## config.mk

```make
export PLATFORM = sky130hd
export DESIGN_NAME = bcd_to_binary2
export DESIGN_NICKNAME = d
export VERILOG_FILES = /design/src/rtl/bcd_to_binary2.sv
export SDC_FILE = /design/constraint.sdc
export NUM_CORES = 1
export LEC_CHECK = 0
export BUFFER_PORTS_ARGS = -buffer_cell sky130_fd_sc_hd__buf_2
export CAP_MARGIN = 20
export CORE_MARGIN = 5
export CORE_UTILIZATION = 50
export CTS_CLUSTER_SIZE = 14
export DETAILED_ROUTE_END_ITERATION = 10
export GPL_TIMING_DRIVEN = 0
export PLACE_DENSITY = 0.71
export SETUP_SLACK_MARGIN = 0.05
export SKIP_LAST_GASP = 1
export SLEW_MARGIN = 15
export SYNTH_ARGS = -nofsm -noshare
export SYNTH_HDL_FRONTEND = slang
export SYNTH_SLANG_ARGS = --single-unit
```

## constraint.sdc

```tcl
create_clock -name clk_i -period 1.87 [get_ports clk_i]
set_input_delay 0.2805 -clock clk_i [delete_from_list [all_inputs] [get_ports clk_i]]
set_output_delay 0.2805 -clock clk_i [all_outputs]
set_load 0.05 [all_outputs]
```

## src/rtl/bcd_to_binary2.sv

```systemverilog
// Serial packed-BCD to binary converter (reverse double-dabble), one bit per enabled cycle.
// Optional invalid-digit flag built only when BCD_TO_BIN_ERR_CHECK_EN is defined.
//
// state | meaning
// IDLE  | result valid, waiting for start_i
// BUSY  | shifting, one step per ce_i-qualified clock
module bcd_to_binary2 #(
    parameter int BCD_DIGITS_IN_PP   = 6,
    parameter int BITS_OUT_PP        = 20,
    parameter int BIT_COUNT_WIDTH_PP = 16
) (
    input  logic                          clk_i,
    input  logic                          rst_i,
    input  logic                          ce_i,
    input  logic                          start_i,
    input  logic [4*BCD_DIGITS_IN_PP-1:0] dat_bcd_i,
    output logic [BITS_OUT_PP-1:0]        dat_binary_o,
    output logic                          done_o,
    output logic                          err_o
);

    localparam int BCD_W = 4*BCD_DIGITS_IN_PP;

    typedef enum logic {IDLE, BUSY} state_t;

    state_t                        state_q, state_d;
    logic [BCD_W-1:0]              bcd_q, bcd_d, bcd_shift, bcd_adj;
    logic [BITS_OUT_PP-1:0]        bin_q, bin_d, bin_shift;
    logic [BITS_OUT_PP-1:0]        result_q, result_d;
    logic [BIT_COUNT_WIDTH_PP-1:0] count_q, count_d;
    logic                          last_step;
    logic                          unused_lsb;

    // The binary LSB falls off the end of the shift register each step.
    assign unused_lsb = bin_q[0];

    assign {bcd_shift, bin_shift} = {1'b0, bcd_q, bin_q[BITS_OUT_PP-1:1]};
    assign last_step = (count_q == BIT_COUNT_WIDTH_PP'(BITS_OUT_PP-1));

    // A digit >= 8 after the shift carries a spurious 8 that should be 5.
    always_comb begin
        bcd_adj = bcd_shift;
        for (int i = 0; i < BCD_DIGITS_IN_PP; i++) begin
            if (bcd_shift[4*i+3]) begin
                bcd_adj[4*i +: 4] = bcd_shift[4*i +: 4] - 4'd3;
            end
        end
    end

    always_comb begin
        state_d  = state_q;
        bcd_d    = bcd_q;
        bin_d    = bin_q;
        count_d  = count_q;
        result_d = result_q;
        case (state_q)
            IDLE: begin
                if (start_i) begin
                    bcd_d   = dat_bcd_i;
                    bin_d   = '0;
                    count_d = '0;
                    state_d = BUSY;
                end
            end
            BUSY: begin
                if (ce_i) begin
                    bcd_d   = bcd_adj;
                    bin_d   = bin_shift;
                    count_d = count_q + 1'b1;
                    if (last_step) begin
                        result_d = bin_shift;
                        state_d  = IDLE;
                    end
                end
            end
            default: state_d = IDLE;
        endcase
    end

    always_ff @(posedge clk_i) begin
        if (rst_i) begin
            state_q  <= IDLE;
            bcd_q    <= '0;
            bin_q    <= '0;
            count_q  <= '0;
            result_q <= '0;
        end else begin
            state_q  <= state_d;
            bcd_q    <= bcd_d;
            bin_q    <= bin_d;
            count_q  <= count_d;
            result_q <= result_d;
        end
    end

    assign dat_binary_o = result_q;
    assign done_o       = (state_q == IDLE);

`ifdef BCD_TO_BIN_ERR_CHECK_EN
    logic err_flag_q, err_flag_d;
    logic err_q, err_d;

    // Flag is captured at load but only published alongside the result.
    always_comb begin
        err_flag_d = err_flag_q;
        err_d      = err_q;
        if (state_q == IDLE && start_i) begin
            err_flag_d = 1'b0;
            for (int i = 0; i < BCD_DIGITS_IN_PP; i++) begin
                if (dat_bcd_i[4*i +: 4] > 4'd9) begin
                    err_flag_d = 1'b1;
                end
            end
        end
        if (state_q == BUSY && ce_i && last_step) begin
            err_d = err_flag_q;
        end
    end

    always_ff @(posedge clk_i) begin
        if (rst_i) begin
            err_flag_q <= 1'b0;
            err_q      <= 1'b0;
        end else begin
            err_flag_q <= err_flag_d;
            err_q      <= err_d;
        end
    end

    assign err_o = err_q;
`else
    assign err_o = 1'b0;
`endif

endmodule

```

==> summary.txt, run 1 <==
Place
  – Placed cell count: 558
  – Routability cong.: 0.8714
  – PortBufs: 47
  – DP HPWL: about 6500 microns

Timing
  – Pins Over Slew Limit: 0
  – Fmax: 0.6009 GHz
  – RSZ-0062 raised after global routing: no
  – Clock Skew: about 0.013 ns
  – Least-Margin Pin Slew: 0.5807 ns
  – Fin crit period: around 1.7 ns
  – Hold Fails Final Rpt: 0
  – Setup TNS: 0 ns
  – Finish-stage setup viols: 0
  – Final period util: 88.99%
  – Slew Limit Headroom: 61.28%

Yosys
  – Yosys cell types: 46
  – Ys flop type: dfxtp_1
  – Post-synthesis register bit count: 80
  – Leading post-synthesis cells by instance count: 80 x dfxtp_1, 56 x nor2_1, 35 x a21oi_1
  – Post-Syn Area per Cell: around 8.6 sq um
  – Yosys top cell by area: dfxtp_1
  – Ys async rst share: 0%
  – Post-Syn Instances: 415
  – Synth area leaders: dfxtp_1 45%, nor2_1 5.9%, a21oi_1 4.9%
  – Post-synth EDFFs: 0
  – Post-synthesis cell area: 3572 sq um
  – Most frequent cell after synthesis: dfxtp_1
  – Yosys top cell area share: between 40 and 50%
  – Yosys warning count: 0
  – Syn nets: 449
  – Seq/Total Area, Yosys: 44.83%

Run status
  – Status: complete, no violations

Floorplan
  – Vert. Die Dim: about 95 microns
  – I/O pin total: 50
  – Starting Density: 52.00%
  – Die area: 8935 sq um
  – Num rows: 30
  – Core Area: between 6000 and 7000 sq um
  – Die width: 94.53 microns

Clock tree
  – Clock Path Buffers: 2
  – Worst-path clk slew: 0.09 ns
  – Clock Tree Root: clkbuf_8
  – Num CTS Buffers: 9
  – Clock latency on the worst-skew pair: 0.36 ns
  – CTS H-tree lvls: 3
  – CTS tree: built
  – Clk sinks: 80

Final layout
  – Nets: 507
  – ANT cells: 0
  – Share of layout cells above drive strength 1: between 10% and 20%
  – Multi-input logic area: 1794 sq um
  – Layout area overhead: 16.67%
  – Final Non-Filler Cells: 574
  – Fill cells: 635
  – FF/Latch Area: 1602 sq um

Route
  – Drt drc: 0
  – Total wire length: 9063 microns
  – Vias per Instance: 5.627
  – Antenna viol nets, final: 0
  – 1st-iter DRT viols: around 190
  – Drt pass-1 iters: 4
  – WL/cell: 15.79 microns
  – Via count: 3,230

GRT
  – Largest net degree at the start of global routing: 16
  – Vias in the first global route: 3,034
  – GRT Overall Usage: 21.23%
  – Global-route wire length before repair: between 10,000 and 15,000 microns
  – Grt ovf: 0
  – Initial antenna violation count: 0

Setup path
  – Crit-path max FO: 10
  – CP arrival: 1.90 ns
  – Setup crit start kind: flop
  – Critical path capture point type: flop
  – Critical path class: reg -> reg
  – CP Data Required Time: 2.10 ns

Power and ir drop
  – Leakage power total: ~1.6 nW
  – Power per Cell Area: 862.4 nW/um^2
  – Max IR drop VDD: about 0.52 mV

Hold path
  – Hold/Removal Path Class: in -> reg

Run
  – Max Cap Viol: 0
layout by cell type, fill, tap and decap left out, types with 2 or more instances in the layout:
cell       netlist  final
o21ai_0          7      7
a21oi_1         35     35
clkbuf_2         0      2
nand3_2          2      2
nand3_1         27     27
mux2_2           2      2
nand2_1         26     26
o211ai_1         8      8
xor2_1           2      2
and3_1           8      7
nor2_1          56     56
ha_1             6      5
clkbuf_8         0      9
o21ai_1         21     21
mux2i_1          8      8
inv_6            0      2
and4_1           3      3
a22oi_1         21     21
mux2_1           4      4
bufinv_16        0      2
and2_1           2      2
clkinv_4         0      2
dfxtp_1         80     80
nand4_1          3      3
buf_2           11     59
nand2b_1         7      7
o221ai_1         5      5
buf_6            2      2
a221oi_1         5      5
xnor2_1         10     10
or3_1            3      3
buf_4            3      3
clkbuf_1        20     17
inv_1            2      2
a41oi_1          2      2
a211oi_1         8      8
state kept, by name (all words and copies together), names as in the netlist:
name,cells
bcd_q,24
dat_binary_o,20
bin_q,19
count_q,16
state_q,1
repair_timing:
action                                 4_1_cts  5_1_grt
setup buffers                                0        0
setup endpoints to repair                    6       22
hold buffers                                 0        0
endpoints found under the hold margin        0        0
gates resized for setup                      1        8
critical path, stage by stage (launching register included):
cell      delay (ns)
dfxtp_1         0.30
buf_2           0.15
nor2b_1         0.42
nor2_4          0.11
buf_2           0.23
a221oi_1        0.28
nor2_1          0.06
stage by stage:
step	util (%)	setup WS, ns	total power [mW]	area, sq um	hold WS, ns
3_3_place_gp	57.18	0.1094	2.164	3928	0.4619
6_report	60.67	0.2059	3.594	4168	0.1582
4_1_cts	60.49	0.06696	3.609	4155	0.1508
2_1_floorplan	-	0.4567	2.062	3572	0.4165
3_5_place_dp	57.18	0.05505	2.174	3928	0.4657
5_1_grt	60.67	0.06533	3.745	4168	0.1620
layer usage:
layer	wire [microns]	up-vias	track usage, %
met4	268	0	9.135
li1	-	1608	-
met2	4157	81	34.16
met1	4158	1518	28.02
met5	0	-	0
met3	478	23	3.745
layout make-up:
cell class	count	share of cell area, %
Buffer	37	4.383
Clock buffer	9	2.972
Clock inverter	7	2.462
Inverter	2	0.1801
Multi-Input combinational cell	296	43.05
Sequential cell	80	38.43
Tap cell	96	2.882
Timing Repair Buffer	47	5.644
power by group:
part | internal [mW] | total, mW | switching, mW | leakage (nW)
Sequential | 1.75 | 1.80 | 0.0488 | 0.649
Combinational | 0.136 | 0.344 | 0.208 | 0.816
Clock | 0.766 | 1.45 | 0.688 | 0.110
kinds of logic after synthesis:
family / synth area share [%]
flip-flops: 44.83
XOR/XNOR: 2.942
AO/OA/AOI/OAI: 20.25
adder cells (fa/ha/maj): 2.102
other: 0.1050
buffers and inverters: 5.219
AND/OR/NAND/NOR: 20.00
multiplexers: 4.553
path summary, 6_finish.rpt:
check	endpoint	cells after the start	startpoint	slack, ns
setup / recovery	bcd_q[17]	6	state_q	0.21
setup reg to reg	bcd_q[17]	6	state_q	0.21
hold / removal	bcd_q[19]	3	dat_bcd_i[19]	0.16
hold reg to reg	dat_binary_o[4]	2	dat_binary_o[4]	0.48
No activity file was read; power rests on OpenSTA's default activity.
==> run 2: changes to the inputs <==
--- a/config.mk
+++ b/config.mk
@@ -8,11 +8,11 @@
 export BUFFER_PORTS_ARGS = -buffer_cell sky130_fd_sc_hd__buf_2
 export CAP_MARGIN = 20
 export CORE_MARGIN = 5
-export CORE_UTILIZATION = 50
+export CORE_UTILIZATION = 57
 export CTS_CLUSTER_SIZE = 14
 export DETAILED_ROUTE_END_ITERATION = 10
 export GPL_TIMING_DRIVEN = 0
-export PLACE_DENSITY = 0.71
+export PLACE_DENSITY = 0.79
 export SETUP_SLACK_MARGIN = 0.05
 export SKIP_LAST_GASP = 1
 export SLEW_MARGIN = 15
==> summary.txt, run 2 (same netlist as run 1, synthesis figures left out) <==
Run status
  – Status: complete, no violations

Timing
  – Final period util: 89.25% (+0.26 points)
  – Slew Limit Headroom: 59.62% (-1.7 points)
  – Pins Over Slew Limit: 0 (unchanged)
  – RSZ-0062 raised after global routing: no
  – Finish-stage setup viols: 0 (unchanged)
  – Setup TNS: 0 ns (unchanged)
  – Fmax: 0.5992 GHz (-0.30%)
  – Hold Fails Final Rpt: 0 (unchanged)
  – Hold_ws: 0.1556 ns (-0.002531 ns)
  – Fin crit period: 1.669 ns (+0.004947 ns)
  – Clock Skew: 0.007552 ns (-0.005576 ns)
  – Least-Margin Pin Slew: 0.6057 ns (+0.02498 ns)

Final layout
  – Nets: 507 (unchanged)
  – Commonest non-fill, non-tap cells in the layout: 80 x dfxtp_1, 58 x buf_2, 56 x nor2_1
  – ANT cells: 0 (unchanged)
  – Most common cell after layout, fill and taps aside: dfxtp_1
  – Final Non-Filler Cells: 553 (-3.7%)
  – Layout area overhead: 14.85%
  – Share of layout cells above drive strength 1: 19.04% (-0.21 points)
  – Max reg flops: 24 (unchanged)
  – Largest Register: bcd_q

Floorplan
  – Vert. Die Dim: 89.17 microns (-5.7%)
  – Die width: 89.17 microns (-5.7%)
  – Core Area: 5991 sq um (-13%)
  – Num rows: 28 (-6.7%)
  – Die area: 7950 sq um (-11%)
  – Starting Density: 59.63% (+7.6 points)
  – I/O pin total: 50 (unchanged)

Clock tree
  – Clock Tree Root: clkbuf_8
  – CTS H-tree lvls: 3 (unchanged)
  – Clock Path Buffers: 2 (unchanged)
  – CTS resizes: 0 (-1)
  – Num CTS Buffers: 9 (unchanged)
  – Clock latency on the worst-skew pair: 0.36 ns (about the same)
  – Post-CTS setup buffers: 0 (unchanged)
  – Worst-path clk slew: 0.08 ns (about the same)
  – CTS Hold Buffers Added: 0 (unchanged)
  – CTS tree: built
  – Clk sinks: 80 (unchanged)

Setup path
  – CP Data Required Time: 2.15 ns (+0.05 ns)
  – Critical path capture point type: flop
  – Crit path largest cell delay: 0.39 ns (-0.03 ns)
  – Worst-path cell chain: ha_1 -> and3_2 -> and3_1 -> buf_2 -> nand3_1 -> a21oi_1
  – CP arrival: 1.95 ns (+0.05 ns)
  – Critical path class: reg -> reg
  – CP top delay family: simple AND/OR/NAND/NOR gates
  – CP max stage cell: dfxtp_1
  – CP bufs+invs: 1 (-1)
  – Setup crit start kind: flop
  – Crit-path max FO: 10 (unchanged)

GRT
  – Grt ovf: 0 (unchanged)
  – Global-route wire length before repair: 15,120 microns (+2.0%)
  – Initial antenna violation count: 0 (unchanged)
  – Vias in the first global route: 3,193 (+5.2%)
  – GRT Overall Usage: 24.55% (+3.3 points)
  – Largest net degree at the start of global routing: 16 (unchanged)

Route
  – 1st-iter DRT viols: 219 (+13%)
  – Vias per Instance: 5.989 (+6.4%)
  – Drt drc: 0 (unchanged)
  – Drt pass-1 iters: 6 (+2)
  – Via count: 3,312 (+2.5%)
  – Antenna viol nets, final: 0 (unchanged)
  – WL/cell: 16.26 microns (+3.0%)
  – Total wire length: 8991 microns (-0.79%)

Power and ir drop
  – Leakage power total: 1.560 nW (-0.96%)
  – Max IR drop VDD: 0.4737 mV (-9.0%)
  – Power per Cell Area: 820.4 nW/um^2 (-4.9%)

Run
  – Max Cap Viol: 0 (unchanged)

Place
  – Routability cong.: 0.8768 (+0.62%)
  – PortBufs: 47 (unchanged)
  – DP HPWL: 6238 microns (-3.3%)
  – Placed cell count: 537 (-3.8%)

Hold path
  – Hold/Removal Path Class: in -> reg
==> run 2: cell count changes in the layout (fill, tap and decap cells not counted) <==
| cell | delta |
|---|---|
| bufinv_16 | -2 |
| buf_2 | -1 |
| clkbuf_2 | +1 |
| clkbuf_8 | +1 |
| clkinvlp_4 | +1 |
| ha_1 | +1 |
| ha_2 | -1 |
| inv_6 | -1 |
| inv_8 | +1 |
==> run 2: worst paths after layout <==
check	slack (ns)	endpoint	cells past startpoint	from
max	0.20	dat_binary_o[18]	6	count_q[0]
min	0.16	bcd_q[15]	3	dat_bcd_i[15]
max reg2reg	0.20	dat_binary_o[18]	6	count_q[0]
min reg2reg	0.48	dat_binary_o[9]	2	dat_binary_o[9]
==> run 2: worst register-to-register path, delay by kind of cell (launching register included) <==
family | cells | cell delay (ns)
and+or+nand+nor | 3 | 0.56
adders and majority gates | 1 | 0.22
DFF | 1 | 0.39
AOI/OAI and AO/OA | 1 | 0.19
buffers and inverters | 1 | 0.24
==> run 2: area by class of cell <==
type / count / area (sq um)
Buffer: 37 / 182.7
Clock buffer: 10 / 137.6
Tap cell: 75 / 93.84
Sequential cell: 80 / 1602
Clock inverter: 6 / 52.55
Inverter: 2 / 7.507
Multi-Input combinational cell: 296 / 1792
Timing Repair Buffer: 47 / 235.2
Fill cell: 482 / 1888
==> run 2: per-layer routing <==
layer / share of wire (%) / GRT usage (%)
met2: 47 / 40.25
met4: 1.6 / 8.525
met3: 6.2 / 4.885
met1: 45 / 32.32
met5: 0 / 0
==> run 2: report_power, final <==
group | total [mW] | switching, mW | internal, mW
clock network | 1.23 | 0.690 | 0.536
registers | 1.79 | 0.0466 | 1.75
logic | 0.346 | 0.210 | 0.136
==> run 2: metrics by stage <==
step / utilization [%] / cell area, sq um / total power [mW] / setup WS (ns)
2_1_floorplan: - / 3572 / 2.062 / 0.4567
3_3_place_gp: 65.12 / 3901 / 2.163 / 0.1645
3_5_place_dp: 65.12 / 3901 / 2.172 / 0.09860
4_1_cts: 68.30 / 4091 / 3.369 / 0.05447
5_1_grt: 68.48 / 4103 / 3.490 / 0.07031
6_report: 68.48 / 4103 / 3.366 / 0.2010
==> run 3: changes to the inputs <==
--- a/config.mk
+++ b/config.mk
@@ -7,12 +7,14 @@
 export LEC_CHECK = 0
 export BUFFER_PORTS_ARGS = -buffer_cell sky130_fd_sc_hd__buf_2
 export CAP_MARGIN = 20
+export CELL_PAD_IN_SITES_DETAIL_PLACEMENT = 0
+export CELL_PAD_IN_SITES_GLOBAL_PLACEMENT = 1
 export CORE_MARGIN = 5
-export CORE_UTILIZATION = 57
+export CORE_UTILIZATION = 43
 export CTS_CLUSTER_SIZE = 14
 export DETAILED_ROUTE_END_ITERATION = 10
 export GPL_TIMING_DRIVEN = 0
-export PLACE_DENSITY = 0.79
+export PLACE_DENSITY_LB_ADDON = 0.1
 export SETUP_SLACK_MARGIN = 0.05
 export SKIP_LAST_GASP = 1
 export SLEW_MARGIN = 15
==> summary.txt, run 3 (same netlist as run 1, synthesis figures left out) <==
Final layout
  – Share of layout cells above drive strength 1: 18.62% (-0.42 points)
  – Nets: 507 (unchanged)
  – Max reg flops: 24 (unchanged)
  – Multi-input logic area: 1785 sq um (-0.35%)
  – Commonest non-fill, non-tap cells in the layout: 80 x dfxtp_1, 57 x buf_2, 56 x nor2_1
  – Largest Register: bcd_q
  – Fill cells: 831 (+72%)
  – Most common cell after layout, fill and taps aside: dfxtp_1
  – FF/Latch Area: 1602 sq um (unchanged)
  – ANT cells: 0 (unchanged)
  – Layout area overhead: 18.04%

Floorplan
  – Die width: 101.1 microns (+13%)
  – Vert. Die Dim: 101.1 microns (+13%)
  – Num rows: 33 (+18%)
  – Core Area: 8175 sq um (+36%)
  – Starting Density: 43.69% (-16 points)
  – I/O pin total: 50 (unchanged)
  – Die area: 10,230 sq um (+29%)

Power and ir drop
  – Power per Cell Area: 911.6 nW/um^2 (+11%)
  – Switching share of power: 24.10% (-4.0 points)
  – Flop pwr share: 46.7% (-6.6 points)
  – Max IR drop VDD: 0.4035 mV (-15%)
  – Int Power: 2.917 mW (+21%)
  – Combinational group share of total power: 9.0% (-1.3 points)
  – NetSw: 0.9262 mW (-2.1%)
  – Leakage power total: 1.598 nW (+2.4%)
  – Clk pwr share: 44.3% (+7.9 points)

Clock tree
  – Post-CTS setup buffers: 0 (unchanged)
  – CTS Hold Buffers Added: 0 (unchanged)
  – Clock Tree Root: clkbuf_8
  – Num CTS Buffers: 9 (unchanged)
  – Clock Path Buffers: 2 (unchanged)
  – Clk sinks: 80 (unchanged)
  – CTS tree: built
  – CTS H-tree lvls: 3 (unchanged)
  – Worst-path clk slew: 0.08 ns (about the same)
  – Clock latency on the worst-skew pair: 0.36 ns (about the same)

Timing
  – Least-Margin Pin Slew: 0.6224 ns (+0.01669 ns)
  – Clock Skew: 0.01298 ns (+0.005426 ns)
  – Hold Fails Final Rpt: 0 (unchanged)
  – Setup ws final: 0.2111 ns (+0.01012 ns)
  – Slew Limit Headroom: 58.51% (-1.1 points)
  – Setup TNS: 0 ns (unchanged)
  – Finish-stage setup viols: 0 (unchanged)
  – Pins Over Slew Limit: 0 (unchanged)
  – Fin crit period: 1.659 ns (-0.01013 ns)
  – Fmax: 0.6028 GHz (+0.61%)
  – Final period util: 88.71% (-0.54 points)
  – RSZ-0062 raised after global routing: yes

Setup path
  – Setup crit start kind: flop
  – CP bufs+invs: 4 (+3)
  – Reg-to-Reg Start: count_q[0]
  – Critical path capture point type: primary output
  – CP Data Required Time: 1.59 ns (-0.56 ns)
  – CP max stage cell: dfxtp_1
  – Worst-path cell chain: buf_2 -> clkbuf_2 -> inv_1 -> buf_2
  – Crit path largest cell delay: 0.31 ns (-0.08 ns)
  – Crit-path max FO: 10 (unchanged)
  – Most common cell on crit path: buf_2
  – Critical path class: reg -> out
  – Setup crit start: state_q
  – CP arrival: 1.38 ns (-0.57 ns)
  – CP top delay family: buffers and inverters

Place
  – PortBufs: 47 (unchanged)
  – DP HPWL: 6610 microns (+6.0%)
  – Routability cong.: 0.8313 (-5.2%)
  – Placement Setup Slack: 0.06641 ns (-0.03219 ns)

GRT
  – Initial antenna violation count: 0 (unchanged)
  – GRT Overall Usage: 18.85% (-5.7 points)
  – Vias in the first global route: 3,013 (-5.6%)
  – Largest net degree at the start of global routing: 15 (-1)
  – Global-route wire length before repair: 15,150 microns (+0.23%)
  – Grt ovf: 0 (unchanged)

Route
  – Drt drc: 0 (unchanged)
  – Total wire length: 9400 microns (+4.5%)
  – Via count: 3,195 (-3.5%)
  – Antenna viol nets, final: 0 (unchanged)
  – WL/cell: 16.12 microns (-0.83%)
  – Vias per Instance: 5.480 (-8.5%)
  – 1st-iter DRT viols: 119 (-46%)
  – Drt pass-1 iters: 5 (-1)

Hold path
  – Hold/Removal Path Class: in -> reg
  – Hold path start: dat_bcd_i[19]

Run status
  – Status: complete, no violations

Run
  – Max Cap Viol: 0 (unchanged)
## run 3: final cells by class
type                            count  area share, %
Inverter                            2         0.1780
Multi-Input combinational cell    296          42.34
Clock inverter                      6          3.323
Tap cell                          105          3.116
Clock buffer                       10          3.027
Sequential cell                    80          37.98
Buffer                             37          4.451
Timing Repair Buffer               47          5.579
## run 3: per-stage QoR
stage          hold slack [ns]  utilization, %  cells  instance area [sq um]  power (mW)
2_1_floorplan           0.4165               -    415                   3572       2.062
3_3_place_gp            0.4608           48.18    567                   3939       2.174
3_5_place_dp            0.4657           48.18    567                   3939       2.180
4_1_cts                 0.1418           51.47    583                   4208       3.874
5_1_grt                 0.1495           51.58    583                   4217       3.983
6_report                0.1540           51.58    583                   4217       3.844
## run 3: worst reg2reg max path, stage by stage (launching register included)
cell      delay, ns
dfxtp_1        0.38
ha_1           0.25
and3_2         0.27
and3_1         0.22
clkbuf_4       0.22
nand3_1        0.11
a21oi_1        0.16
## run 3: routing by layer
| layer | track usage [%] | routed length (microns) | vias to the layer above |
|---|---|---|---|
| met4 | 7.157 | 154 | 0 |
| met5 | 0 | 0 | - |
| li1 | - | - | 1608 |
| met1 | 26.64 | 4570 | 1493 |
| met3 | 2.686 | 425 | 13 |
| met2 | 29.23 | 4250 | 81 |
## run 3: repair_timing
action | 4_1_cts | 5_1_grt
setup endpoints to repair | 1 | 21
pin swaps | 0 | 0
resized for setup | 1 | 8
## run 3: final timing paths
| kind | to | slack (ns) | cells past startpoint |
|---|---|---|---|
| worst max-delay path | done_o | 0.21 | 4 |
| worst min-delay path | bcd_q[19] | 0.15 | 3 |
| worst min register to register | dat_binary_o[5] | 0.48 | 2 |
| worst max register to register | dat_binary_o[19] | 0.21 | 6 |
## run 3: power groups by stage
| stage | sequential [mW] | clock, mW | combinational [mW] |
|---|---|---|---|
| 3_5_place_dp | 1.83 | 0 | 0.347 |
| 3_3_place_gp | 1.83 | 0 | 0.342 |
| 5_1_grt | 1.80 | 1.80 | 0.385 |
| 2_1_floorplan | 1.82 | 0 | 0.240 |
| 6_report | 1.79 | 1.70 | 0.347 |
| 4_1_cts | 1.79 | 1.73 | 0.348 |
